===== config.mk =====
export PLATFORM = sky130hd
export DESIGN_NAME = id_dual_dispatch
export DESIGN_NICKNAME = d
export VERILOG_FILES = /design/src/rtl/id_pkg.sv /design/src/rtl/id_instr_fifo.sv /design/src/rtl/id_dual_dispatch.sv
export SDC_FILE = /design/constraint.sdc
export NUM_CORES = 1
export LEC_CHECK = 0
export CORE_AREA = 5 5 153 119
export CTS_CLUSTER_DIAMETER = 150
export DETAILED_ROUTE_END_ITERATION = 8
export DIE_AREA = 0 0 158 124
export PLACE_DENSITY = 0.84
export SYNTH_ARGS = -nofsm -noshare
export SYNTH_HDL_FRONTEND = slang
export SYNTH_SLANG_ARGS = --single-unit

===== constraint.sdc =====
create_clock -name clk -period 4.9 [get_ports clk]
set_input_delay 0.735 -clock clk [delete_from_list [all_inputs] [get_ports clk]]
set_output_delay 0.735 -clock clk [all_outputs]
set_load 0.05 [all_outputs]

===== src/rtl/id_pkg.sv =====
// Purpose: shared opcodes, lane/decoded-instruction types and the RV64 decode
//          function used by the ID dispatch front end.
// Contents: OPC_* opcode constants, lane_t, decoded_t, decode().
package id_pkg;

  localparam logic [6:0] OPC_OP    = 7'b0110011;
  localparam logic [6:0] OPC_OPIMM = 7'b0010011;
  localparam logic [6:0] OPC_LOAD  = 7'b0000011;
  localparam logic [6:0] OPC_STORE = 7'b0100011;

  typedef enum logic [1:0] {
    LANE_INT,
    LANE_LS,
    LANE_ILL
  } lane_t;

  typedef struct packed {
    logic [4:0]  rs1;
    logic [4:0]  rs2;
    logic [4:0]  rd;
    logic [6:0]  opcode;
    logic [2:0]  funct3;
    logic [11:0] imm;
    logic        store;
    lane_t       lane;
  } decoded_t;

  function automatic decoded_t decode(input logic [31:0] instr);
    decoded_t d;
    d.rs1    = instr[19:15];
    d.rs2    = '0;
    d.rd     = instr[11:7];
    d.opcode = instr[6:0];
    d.funct3 = instr[14:12];
    d.imm    = '0;
    d.store  = 1'b0;
    d.lane   = LANE_ILL;
    case (instr[6:0])
      OPC_OP: begin
        d.rs2  = instr[24:20];
        d.lane = LANE_INT;
      end
      OPC_OPIMM: begin
        d.imm  = instr[31:20];
        d.lane = LANE_INT;
      end
      OPC_LOAD: begin
        d.imm  = instr[31:20];
        d.lane = LANE_LS;
      end
      OPC_STORE: begin
        d.rs2   = instr[24:20];
        d.rd    = '0;
        d.imm   = {instr[31:25], instr[11:7]};
        d.store = 1'b1;
        d.lane  = LANE_LS;
      end
      default: d.lane = LANE_ILL;
    endcase
    return d;
  endfunction

endpackage


===== src/rtl/id_instr_fifo.sv =====
// Purpose: small in-order instruction queue exposing its two oldest entries.
// Ports:
//   i_clk, i_rst        clock, async active-high reset
//   i_push, i_data      enqueue one word (caller guarantees space)
//   i_pop1, i_pop2      dequeue one / two words (mutually exclusive)
//   o_count             occupancy
//   o_head0, o_head1    oldest and second-oldest entries
module id_instr_fifo #(
  parameter int unsigned DEPTH = 4,
  localparam int unsigned AW = $clog2(DEPTH)
) (
  input  logic          i_clk,
  input  logic          i_rst,
  input  logic          i_push,
  input  logic [31:0]   i_data,
  input  logic          i_pop1,
  input  logic          i_pop2,
  output logic [AW:0]   o_count,
  output logic [31:0]   o_head0,
  output logic [31:0]   o_head1
);

  logic [31:0]   r_mem [DEPTH];
  logic [AW-1:0] r_rd_ptr;
  logic [AW-1:0] r_wr_ptr;
  logic [AW:0]   r_count;
  logic [AW:0]   w_pops;
  logic [AW-1:0] w_rd_ptr1;

  assign w_pops    = i_pop2 ? (AW + 1)'(2) : (i_pop1 ? (AW + 1)'(1) : '0);
  assign w_rd_ptr1 = r_rd_ptr + AW'(1);

  always_ff @(posedge i_clk) begin
    if (i_push) r_mem[r_wr_ptr] <= i_data;
  end

  // Power-of-two depth lets the pointers wrap by plain overflow.
  always_ff @(posedge i_clk or posedge i_rst) begin
    if (i_rst) begin
      r_rd_ptr <= '0;
      r_wr_ptr <= '0;
      r_count  <= '0;
    end else begin
      if (i_push) r_wr_ptr <= r_wr_ptr + AW'(1);
      r_rd_ptr <= r_rd_ptr + w_pops[AW-1:0];
      r_count  <= r_count + {{AW{1'b0}}, i_push} - w_pops;
    end
  end

  assign o_count = r_count;
  assign o_head0 = r_mem[r_rd_ptr];
  assign o_head1 = r_mem[w_rd_ptr1];

endmodule


===== src/rtl/id_dual_dispatch.sv =====
// Purpose: in-order decode/dispatch front end; queues fetched instructions and
//          each cycle sends up to one to the INT lane and one to the LS lane.
// Ports:
//   clk, res                 clock, async active-high reset
//   instr_in/valid_in/ready_out  fetch handshake
//   full_rob2ii/full_rsint2id/full_rsls2id  backpressure (any one stalls)
//   valid_int + INT fields   registered INT-lane slot
//   valid_ls + LS fields     registered LS-lane slot, store flags a store
//   illegal_err              sticky: an unsupported opcode was dropped
module id_dual_dispatch
  import id_pkg::*;
#(
  parameter int unsigned DEPTH = 4
) (
  input  logic        clk,
  input  logic        res,
  input  logic [31:0] instr_in,
  input  logic        valid_in,
  output logic        ready_out,
  input  logic        full_rob2ii,
  input  logic        full_rsint2id,
  input  logic        full_rsls2id,
  output logic        valid_int,
  output logic [4:0]  rs1_int,
  output logic [4:0]  rs2_int,
  output logic [4:0]  rd_int,
  output logic [6:0]  opcode_int,
  output logic [2:0]  funct3_int,
  output logic [11:0] imm_int,
  output logic        valid_ls,
  output logic [4:0]  rs1_ls,
  output logic [4:0]  rs2_ls,
  output logic [4:0]  rd_ls,
  output logic [6:0]  opcode_ls,
  output logic [2:0]  funct3_ls,
  output logic [11:0] imm_ls,
  output logic        store,
  output logic        illegal_err
);

  localparam int unsigned AW = $clog2(DEPTH);
  localparam int unsigned CW = AW + 1;

  logic [AW:0] w_count;
  logic [31:0] w_head0, w_head1;
  decoded_t    w_d0, w_d1, w_int_src, w_ls_src;
  logic        w_push, w_stall, w_go, w_pair, w_pop1, w_pop2;
  logic        w_int_fire, w_ls_fire;

  logic        r_valid_int, r_valid_ls, r_illegal;
  decoded_t    r_int, r_ls;

  id_instr_fifo #(.DEPTH(DEPTH)) u_fifo (
    .i_clk   (clk),
    .i_rst   (res),
    .i_push  (w_push),
    .i_data  (instr_in),
    .i_pop1  (w_pop1),
    .i_pop2  (w_pop2),
    .o_count (w_count),
    .o_head0 (w_head0),
    .o_head1 (w_head1)
  );

  assign ready_out = ~res & (w_count < CW'(DEPTH));
  assign w_push    = valid_in & ready_out;

  assign w_d0 = decode(w_head0);
  assign w_d1 = decode(w_head1);

  assign w_stall = full_rob2ii | full_rsint2id | full_rsls2id;
  assign w_go    = ~w_stall & (w_count != '0);

  // H1 only rides along with a legal H0 on the other lane, keeping order.
  assign w_pair = w_go && (w_count >= CW'(2)) && (w_d0.lane != LANE_ILL) &&
                  (w_d1.lane != LANE_ILL) && (w_d1.lane != w_d0.lane);
  assign w_pop1 = w_go & ~w_pair;
  assign w_pop2 = w_pair;

  assign w_int_fire = w_go && ((w_d0.lane == LANE_INT) || (w_pair && w_d1.lane == LANE_INT));
  assign w_ls_fire  = w_go && ((w_d0.lane == LANE_LS) || (w_pair && w_d1.lane == LANE_LS));
  assign w_int_src  = (w_d0.lane == LANE_INT) ? w_d0 : w_d1;
  assign w_ls_src   = (w_d0.lane == LANE_LS) ? w_d0 : w_d1;

  always_ff @(posedge clk or posedge res) begin
    if (res) begin
      r_valid_int <= 1'b0;
      r_valid_ls  <= 1'b0;
      r_illegal   <= 1'b0;
      r_int       <= '0;
      r_ls        <= '0;
    end else begin
      r_valid_int <= w_int_fire;
      r_valid_ls  <= w_ls_fire;
      if (w_int_fire) r_int <= w_int_src;
      if (w_ls_fire) r_ls <= w_ls_src;
      if (w_go && w_d0.lane == LANE_ILL) r_illegal <= 1'b1;
    end
  end

  assign valid_int   = r_valid_int;
  assign rs1_int     = r_int.rs1;
  assign rs2_int     = r_int.rs2;
  assign rd_int      = r_int.rd;
  assign opcode_int  = r_int.opcode;
  assign funct3_int  = r_int.funct3;
  assign imm_int     = r_int.imm;
  assign valid_ls    = r_valid_ls;
  assign rs1_ls      = r_ls.rs1;
  assign rs2_ls      = r_ls.rs2;
  assign rd_ls       = r_ls.rd;
  assign opcode_ls   = r_ls.opcode;
  assign funct3_ls   = r_ls.funct3;
  assign imm_ls      = r_ls.imm;
  assign store       = r_ls.store;
  assign illegal_err = r_illegal;

endmodule


* Word-level counts from Yosys, hierarchy flattened *
Memories as Yosys holds them, arrays and structs flattened.
Cells that the tools add are included.

operators by class
  add/subtract/negate cells = 5
  shifts and indexed selects = 0
  bitwise operators = 9
  reductions and logical operators = 22
  equal/unequal tests = 14
  divide/modulo/power cells = 0
  mux-type cells = 16
  magnitude comparators = 2
  $mul = 0

operators with widths
  kind                   count
  $mux W40               2
  $pmux W12 S2           2
  $eq A7 B6 Y1 const B   4
  $mux W5                4
  $reduce_or A2 Y1       8
  $eq A7 B2 Y1 const B   2
  $eq A7 B5 Y1 const B   2
  $logic_and A1 B1 Y1    9
  $pmux W2 S2            2
  $mux W1                5
  $add A2 B1 Y2 const B  2
  $and A1 B1 Y1          4
  $eq A2 B1 Y1 const B   2
  $logic_not A2 Y1       2
  $ne A2 B2 Y1 const B   2
  $add A3 B1 Y3          1
  $ge A3 B2 Y1 const B   1
  $lt A3 B3 Y1 const B   1
  $mux W3                1
  $not A1 Y1             3
  $reduce_bool A3 Y1     1
  $sub A3 B3 Y3          1
  $add A2 B2 Y2          1
  $eq A2 B2 Y1 const B   1
  other kinds (3)        5

storage, ports and cells
  latch bits = 0
  memory bits (read-only) = 0
  bits in registers = 85
  memory bits (writable) = 128
  input port bits = 38
  output and inout bits = 79
  memories kept = 1

memories
  name          depth  width  rd ports  clocked after memory_dff  wr ports  line                 source
  u_fifo.r_mem  4      32     2         0                         1         id_instr_fifo.sv:23  logic [31:0] r_mem [DEPTH];

* Logic depth before layout (Yosys ltp) *
  word-level depth = 13
  mapped depth = 12
  mapped depth without buffers = 10

* By module *
From an unflattened synthesis, not the netlist that was laid out.

unflattened totals
  cells, all modules = 624
  area, all modules = 10,028.4 um^2

by module, submodules not included
  module            area an instance (um^2)  seq. area each (um^2)  instances  cells an instance
  id_instr_fifo     5,791.8                  4,018.9                1          239
  id_dual_dispatch  4,236.6                  1,951.9                1          385

* Worst setup path after synthesis *
OpenSTA, ideal clock, no wires.

  path kind = input-to-reg
  start = input full_rsint2id
  end = register u_fifo.r_count[2] (netlist: u_fifo.o_count[2])
  arrival time = 3.011 ns
  data required time = 4.777 ns
  setup time = 0.123 ns
  path buffers = 0
  setup slack = 1.766 ns
  cell stages on the path = 10
  path through = nor3_1 > nor4b_1 > a32oi_1 > or3_4 > and2_4 > xor2_1 > ha_1 > fa_1 > xor2_1 > xnor2_1

between the ends
  longest elaborated chain between the ends = 13

RTL lines
  what                              line                    source
  from (decl)                       id_dual_dispatch.sv:21  input logic full_rsint2id,
  $or A1 B1 Y1 * (2 in a row)       id_dual_dispatch.sv:71  assign w_stall = full_rob2ii | full_rsint2id | full_rsls2id;
  $not A1 Y1 *                      id_dual_dispatch.sv:72  assign w_go = ~w_stall & (w_count != '0);
  $and A1 B1 Y1 *                   id_dual_dispatch.sv:72
  $logic_and A1 B1 Y1 (3 in a row)  id_dual_dispatch.sv:75  assign w_pair = w_go && (w_count >= CW'(2)) && (w_d0.lane != LANE_ILL) &&
  $logic_and A1 B1 Y1               id_dual_dispatch.sv:76  (w_d1.lane != LANE_ILL) && (w_d1.lane != w_d0.lane);
  $not A1 Y1                        id_dual_dispatch.sv:77  assign w_pop1 = w_go & ~w_pair;
  $and A1 B1 Y1                     id_dual_dispatch.sv:77
  $mux W1                           id_instr_fifo.sv:30     assign w_pops = i_pop2 ? (AW + 1)'(2) : (i_pop1 ? (AW + 1)'(1) : '0);
  $mux W3 *                         id_instr_fifo.sv:30
  $sub A3 B3 Y3 *                   id_instr_fifo.sv:46     r_count <= r_count + {{AW{1'b0}}, i_push} - w_pops;
  to (signal assigned)              id_instr_fifo.sv:46
  to (decl)                         id_instr_fifo.sv:26     logic [AW:0] r_count;

Mark *: on every way between the ends. The rest lies on a longest branch, timed or not.
A chain may end at the register's enable or synchronous reset.

* Worst setup path after layout *
  start = register u_fifo.r_rd_ptr[1]
  end = register u_fifo.r_count[2] (netlist: u_fifo.o_count[2])

between the ends
  longest elaborated chain between the ends = 13
  elaborated cells between the ends (all ways) = 27
  classes of those cells = add/sub: 2; eq/ne: 11; mux: 4; bitwise: 2; reduce/logical: 7; memory: 1

RTL lines
  what                                                       line                                            source
  from (decl)                                                id_instr_fifo.sv:24                             logic [AW-1:0] r_rd_ptr;
  from (signal assigned)                                     id_instr_fifo.sv:45                             r_rd_ptr <= r_rd_ptr + w_pops[AW-1:0];
  $add A2 B1 Y2 or $mem_v2 Z4 W32 (tied branches)            -
  $mem_v2 Z4 W32 *                                           -
  $eq A7 B6 Y1, or another cell as far along                 id_pkg.sv:38                                    case (instr[6:0])
  $reduce_or A2 Y1 (no line) or $pmux W2 S2 (tied branches)  -
  $pmux W2 S2 or $ne A2 B2 Y1 (tied branches)                id_pkg.sv:38, id_dual_dispatch.sv:75
  $ne A2 B2 Y1 or $logic_and A1 B1 Y1 (tied branches)        id_dual_dispatch.sv:76, id_dual_dispatch.sv:75
  $logic_and A1 B1 Y1                                        id_dual_dispatch.sv:75
  $logic_and A1 B1 Y1 *                                      id_dual_dispatch.sv:76
  $not A1 Y1                                                 id_dual_dispatch.sv:77
  $and A1 B1 Y1                                              id_dual_dispatch.sv:77
  $mux W1                                                    id_instr_fifo.sv:30
  $mux W3 *                                                  id_instr_fifo.sv:30
  $sub A3 B3 Y3 *                                            id_instr_fifo.sv:46

Marked as above.

==> reports/results.txt <==
The flow ran to the end, and the final reports show no timing, DRC or antenna violations. TritonCTS built the clock tree. After synthesis, the cell types taking the most area are sky130_fd_sc_hd__edfxtp_1, sky130_fd_sc_hd__dfrtp_1, sky130_fd_sc_hd__mux4_2. In this run the biggest area consumer among cell types represents 39.7% of the synthesized area.

The floorplan step defined a die boundary enclosing 19600 sq um. The source-to-sink clock delay at the later pin of the worst-skew pair came out at 0.50 ns. On the worst path, the slowest cell contributes a delay of 0.72 ns. In this run the core area contains 41 standard-cell rows. For hold timing, the worst endpoint is illegal_err.

Of the cells placed in the final design, the portion with a size suffix greater than 1 is 14.1%. Buffers inserted during clock tree synthesis total 21. The async set-or-reset flop fraction in the synthesized netlist is 39.9%, and the CTS sink count is 213. The worst setup path is launched from a register.

The signal on the critical path passes through buf_4, nand2_1, o211ai_2, o22a_1, or3_4, and2_4, xor2_1, ha_1, fa_1, xor2_1, xnor2_1. Entering global routing, the biggest net connects 59 pins. Required time of the critical path: 5.27 ns. After detailed routing, the number of remaining DRC violations is 0. Summed over all instances, the cell type with the most area after synthesis is sky130_fd_sc_hd__edfxtp_1. The cell with the most instances on the worst path was sky130_fd_sc_hd__xor2_1. The starting density of the core was 58.8%. Counting every net in the synthesized netlist gives 711. The critical path launch point is u_fifo.r_rd_ptr[1].

The run gives 0.863 as the routability-driven placement congestion ratio. Yosys mapped a number of flops with a built-in enable equal to 128. The tools report the number of violations reported at the end of detailed-routing iteration 0 as 708. Between clock sinks in the finished design, the worst skew comes to 0.0153 ns. Among all stages on the critical path, the largest delay is contributed by sky130_fd_sc_hd__dfrtp_4.

For this design the top-level I/O count stands at 117. Proportion of power drawn by combinational gates: 34.7%. In this run the deepest clock path goes through 3 buffers.

The worst register-to-register path begins at u_fifo.r_rd_ptr[1]. The max-slew headroom at the worst pin was 24.9%; the final count of hold timing violations was 0. The logs give 0 for the number of diodes and 3.96 ns for the data arrival time of the worst path.

The mapped netlist covers 9690 sq um. For the sequential group share of total power, the log shows 39.8%. The worst path in the final design needs a cycle of 3.58 ns, including I/O delays and setup.

Setup slack on the worst reg-to-reg path comes out at 1.32 ns. Post-route setup TNS: 0 ns. After layout, the worst path uses 73.1% of the clock period. The run gives 3.79 mW as the internal power. In this run, placement finished with an instance count of 969. The mean routed wirelength per cell is 23.5 um, and the number of nets in the layout is 822. The clock tree root buffer cell is sky130_fd_sc_hd__clkbuf_16. The flip-flop cell with the highest count after synthesis is sky130_fd_sc_hd__edfxtp_1. The worst-margin pin slew is 1.13 ns, and the highest clock rate is 0.279 GHz. By count the netlist is led by sky130_fd_sc_hd__edfxtp_1, sky130_fd_sc_hd__o21ai_0, sky130_fd_sc_hd__dfrtp_1, sky130_fd_sc_hd__mux2i_1, sky130_fd_sc_hd__nand2_1.

Width of the die: 158 um. The hold-critical path depth was 1; the layout overhead on the synthesized area was 20.1%. The logs give 36700 um for the global-route wire length before repair and 3470 sq um for the footprint of the multi-input gates. The cell with the most instances after synthesis was sky130_fd_sc_hd__edfxtp_1.

Setup violations remaining at the end of the flow were counted as 0. The count of nets left with antenna violations once routing finished came out at 0. The count of pins over their slew limit is 0, and the count of warnings emitted by yosys is 0. Hold repair after CTS inserted 0 buffers. Global routing consumed, over all layers together, 24.6% of the routing resources. The die is 124 um tall.

The detail-routed via count per cell is 6.33, and the leakage power of the design is 4.61 nW. The capturing element type of the critical path is a register. The largest fanout of any net on the critical path was 45. The number of H-tree branching levels is 1, and the met3 usage in global routing is 7.43%. The analysis attributes to net switching a power of 2.07 mW. Global routing consumed, on the met1 layer, 34.3% of the routing resources. The logs give 53 for the post-synthesis cell type count and 5 for the detailed-router iteration count before antenna repair.

The instance count of the mapped netlist was 666. Setup repair after global routing left no endpoint under its margin. The final non-filler cell total was 1007; the post-CTS clock slew at the launch and capture registers of the worst setup and hold paths was 0.06 ns.

Across the run, the number of max-cap violations was 0. The min-delay analysis places its worst path in the category register to register. Each instance of the synthesized netlist takes up on average 14.6 sq um.

Summed over all layers, the routed wires come to 23700 um. Summed over all layers, the global routing overflow is 0. For the number of global-route vias before repair, the log shows 6436. Summed over all nets, the half-perimeter wirelength after detailed placement is 15400 um. Summing over every cut layer, the via total after detailed routing is 6374. After global routing, the most crowded layer is met2. The number of input and output port buffers inserted is 116, and the number of instances resized during post-cts repair is 0. The post-route worst hold slack was 0.467 ns. The worst register-to-register path ends at u_fifo.o_count[2].

The power per unit of standard cell area came out at 503 nW/um^2. Across the VDD grid, the largest voltage drop is 0.388 mV. In this run the most critical hold path is launched from illegal_err. The count of cells along the worst register-to-register path is 11, and the flop and latch count out of synthesis is 213. The total area of sequential cells is 5980 sq um, and the sequential cell area fraction in the yosys report is 61.6%.

Counting the fill cells in the layout gives 1060. The switching power as a share of total power was 35.3%; the number of antenna violations at the first check in global routing was 0. The run gives 38.5% as the global routing met2 resource utilization.

The floorplan core area came out at 16500 sq um. The kind of critical path was register to register. Cells fill 70.7% of the core in the end. The number of buffers inserted by post-CTS setup repair came out at 0. The clock share of power is 25.5%.
[kinds of logic (layout without fill, tap and decap cells)]
kind of cell | count (synthesis) | after routing | synth area share [%]
buffers and inverters | 51 | 177 | 2.67
DFF | 213 | 213 | 61.6
AOI/OAI and AO/OA | 140 | 140 | 9.15
xor gates and xnor gates | 7 | 7 | 0.633
muxes | 127 | 127 | 18.4
and+or+nand+nor | 121 | 121 | 6.58
adders and majority gates | 7 | 7 | 0.981
[how the worst max path moves through the flow]
stage                     cells after the start  slack [ns]                end
after floorplan                              10        1.77  u_fifo.o_count[2]
after global placement                       11        1.25  u_fifo.o_count[2]
after detailed placement                     11        1.18  u_fifo.o_count[2]
after CTS                                    11        1.35  u_fifo.o_count[2]
after global routing                          6        1.06      funct3_int[1]
final                                        11        1.32  u_fifo.o_count[2]
[cell type report]
class | count | area share [%]
Clock buffer | 30 | 5.07
Clock inverter | 8 | 0.398
Inverter | 14 | 0.462
Multi-Input combinational cell | 402 | 29.8
Sequential cell | 213 | 51.4
Tap cell | 215 | 2.31
Timing Repair Buffer | 125 | 10.6
[placed cells by master, fill, tap and decap left out, types with 5 or more instances in the layout]
cell	n
sky130_fd_sc_hd__ha_1	6
sky130_fd_sc_hd__clkbuf_16	21
sky130_fd_sc_hd__mux4_2	38
sky130_fd_sc_hd__o2111a_1	7
sky130_fd_sc_hd__clkinv_2	6
sky130_fd_sc_hd__mux2_2	16
sky130_fd_sc_hd__nand2b_1	6
sky130_fd_sc_hd__clkbuf_1	6
sky130_fd_sc_hd__buf_4	9
sky130_fd_sc_hd__a21oi_1	8
sky130_fd_sc_hd__a22oi_1	9
sky130_fd_sc_hd__nand2_1	45
sky130_fd_sc_hd__and2_1	14
sky130_fd_sc_hd__nor2_1	13
sky130_fd_sc_hd__a22o_1	7
sky130_fd_sc_hd__a21o_1	6
sky130_fd_sc_hd__dfrtp_1	83
sky130_fd_sc_hd__mux2i_1	72
sky130_fd_sc_hd__nor2b_1	14
sky130_fd_sc_hd__a221oi_1	5
sky130_fd_sc_hd__inv_1	12
sky130_fd_sc_hd__edfxtp_1	128
sky130_fd_sc_hd__o21ai_0	87
sky130_fd_sc_hd__and3_1	9
sky130_fd_sc_hd__clkdlybuf4s50_1	116
[layer usage]
layer  up-vias  wire length (um)
li1       2763                 -
met1      3190              9650
met2       360             11000
met3        61              2490
met4         0               537
met5         -                 0
[stage by stage]
stage	instance area, sq um	setup slack [ns]	power [mW]
floorplan	9690	1.77	3.82
global placement	11000	1.25	4.28
detailed placement	11000	1.18	4.36
CTS	11600	1.35	5.87
global route	11600	1.06	6.13
finish	11600	1.32	5.86
[worst max-delay path: cells and delay by family (launching register included)]
family	cells	cell delay, ns
xor+xnor	3	0.44
buf+inv	1	0.40
fa+ha+maj	2	0.64
compound gates	2	0.43
flops	1	0.72
simple gates	3	0.73
[flip-flops by register name, indices dropped and copies added, names as in the netlist, 7 cells and up]
register	count
imm_int	12
imm_ls	12
u_fifo.r_mem	128
opcode_ls	7
opcode_int	7
[power groups by stage]
stage               clock, mW  combinational [mW]  sequential (mW)
floorplan                   0                1.35             2.47
global placement            0                1.95             2.34
CTS                      1.52                2.02             2.33
detailed placement          0                2.00             2.36
finish                   1.50                2.03             2.33
global route             1.60                2.18             2.35
(Power assumes the default switching activity.)
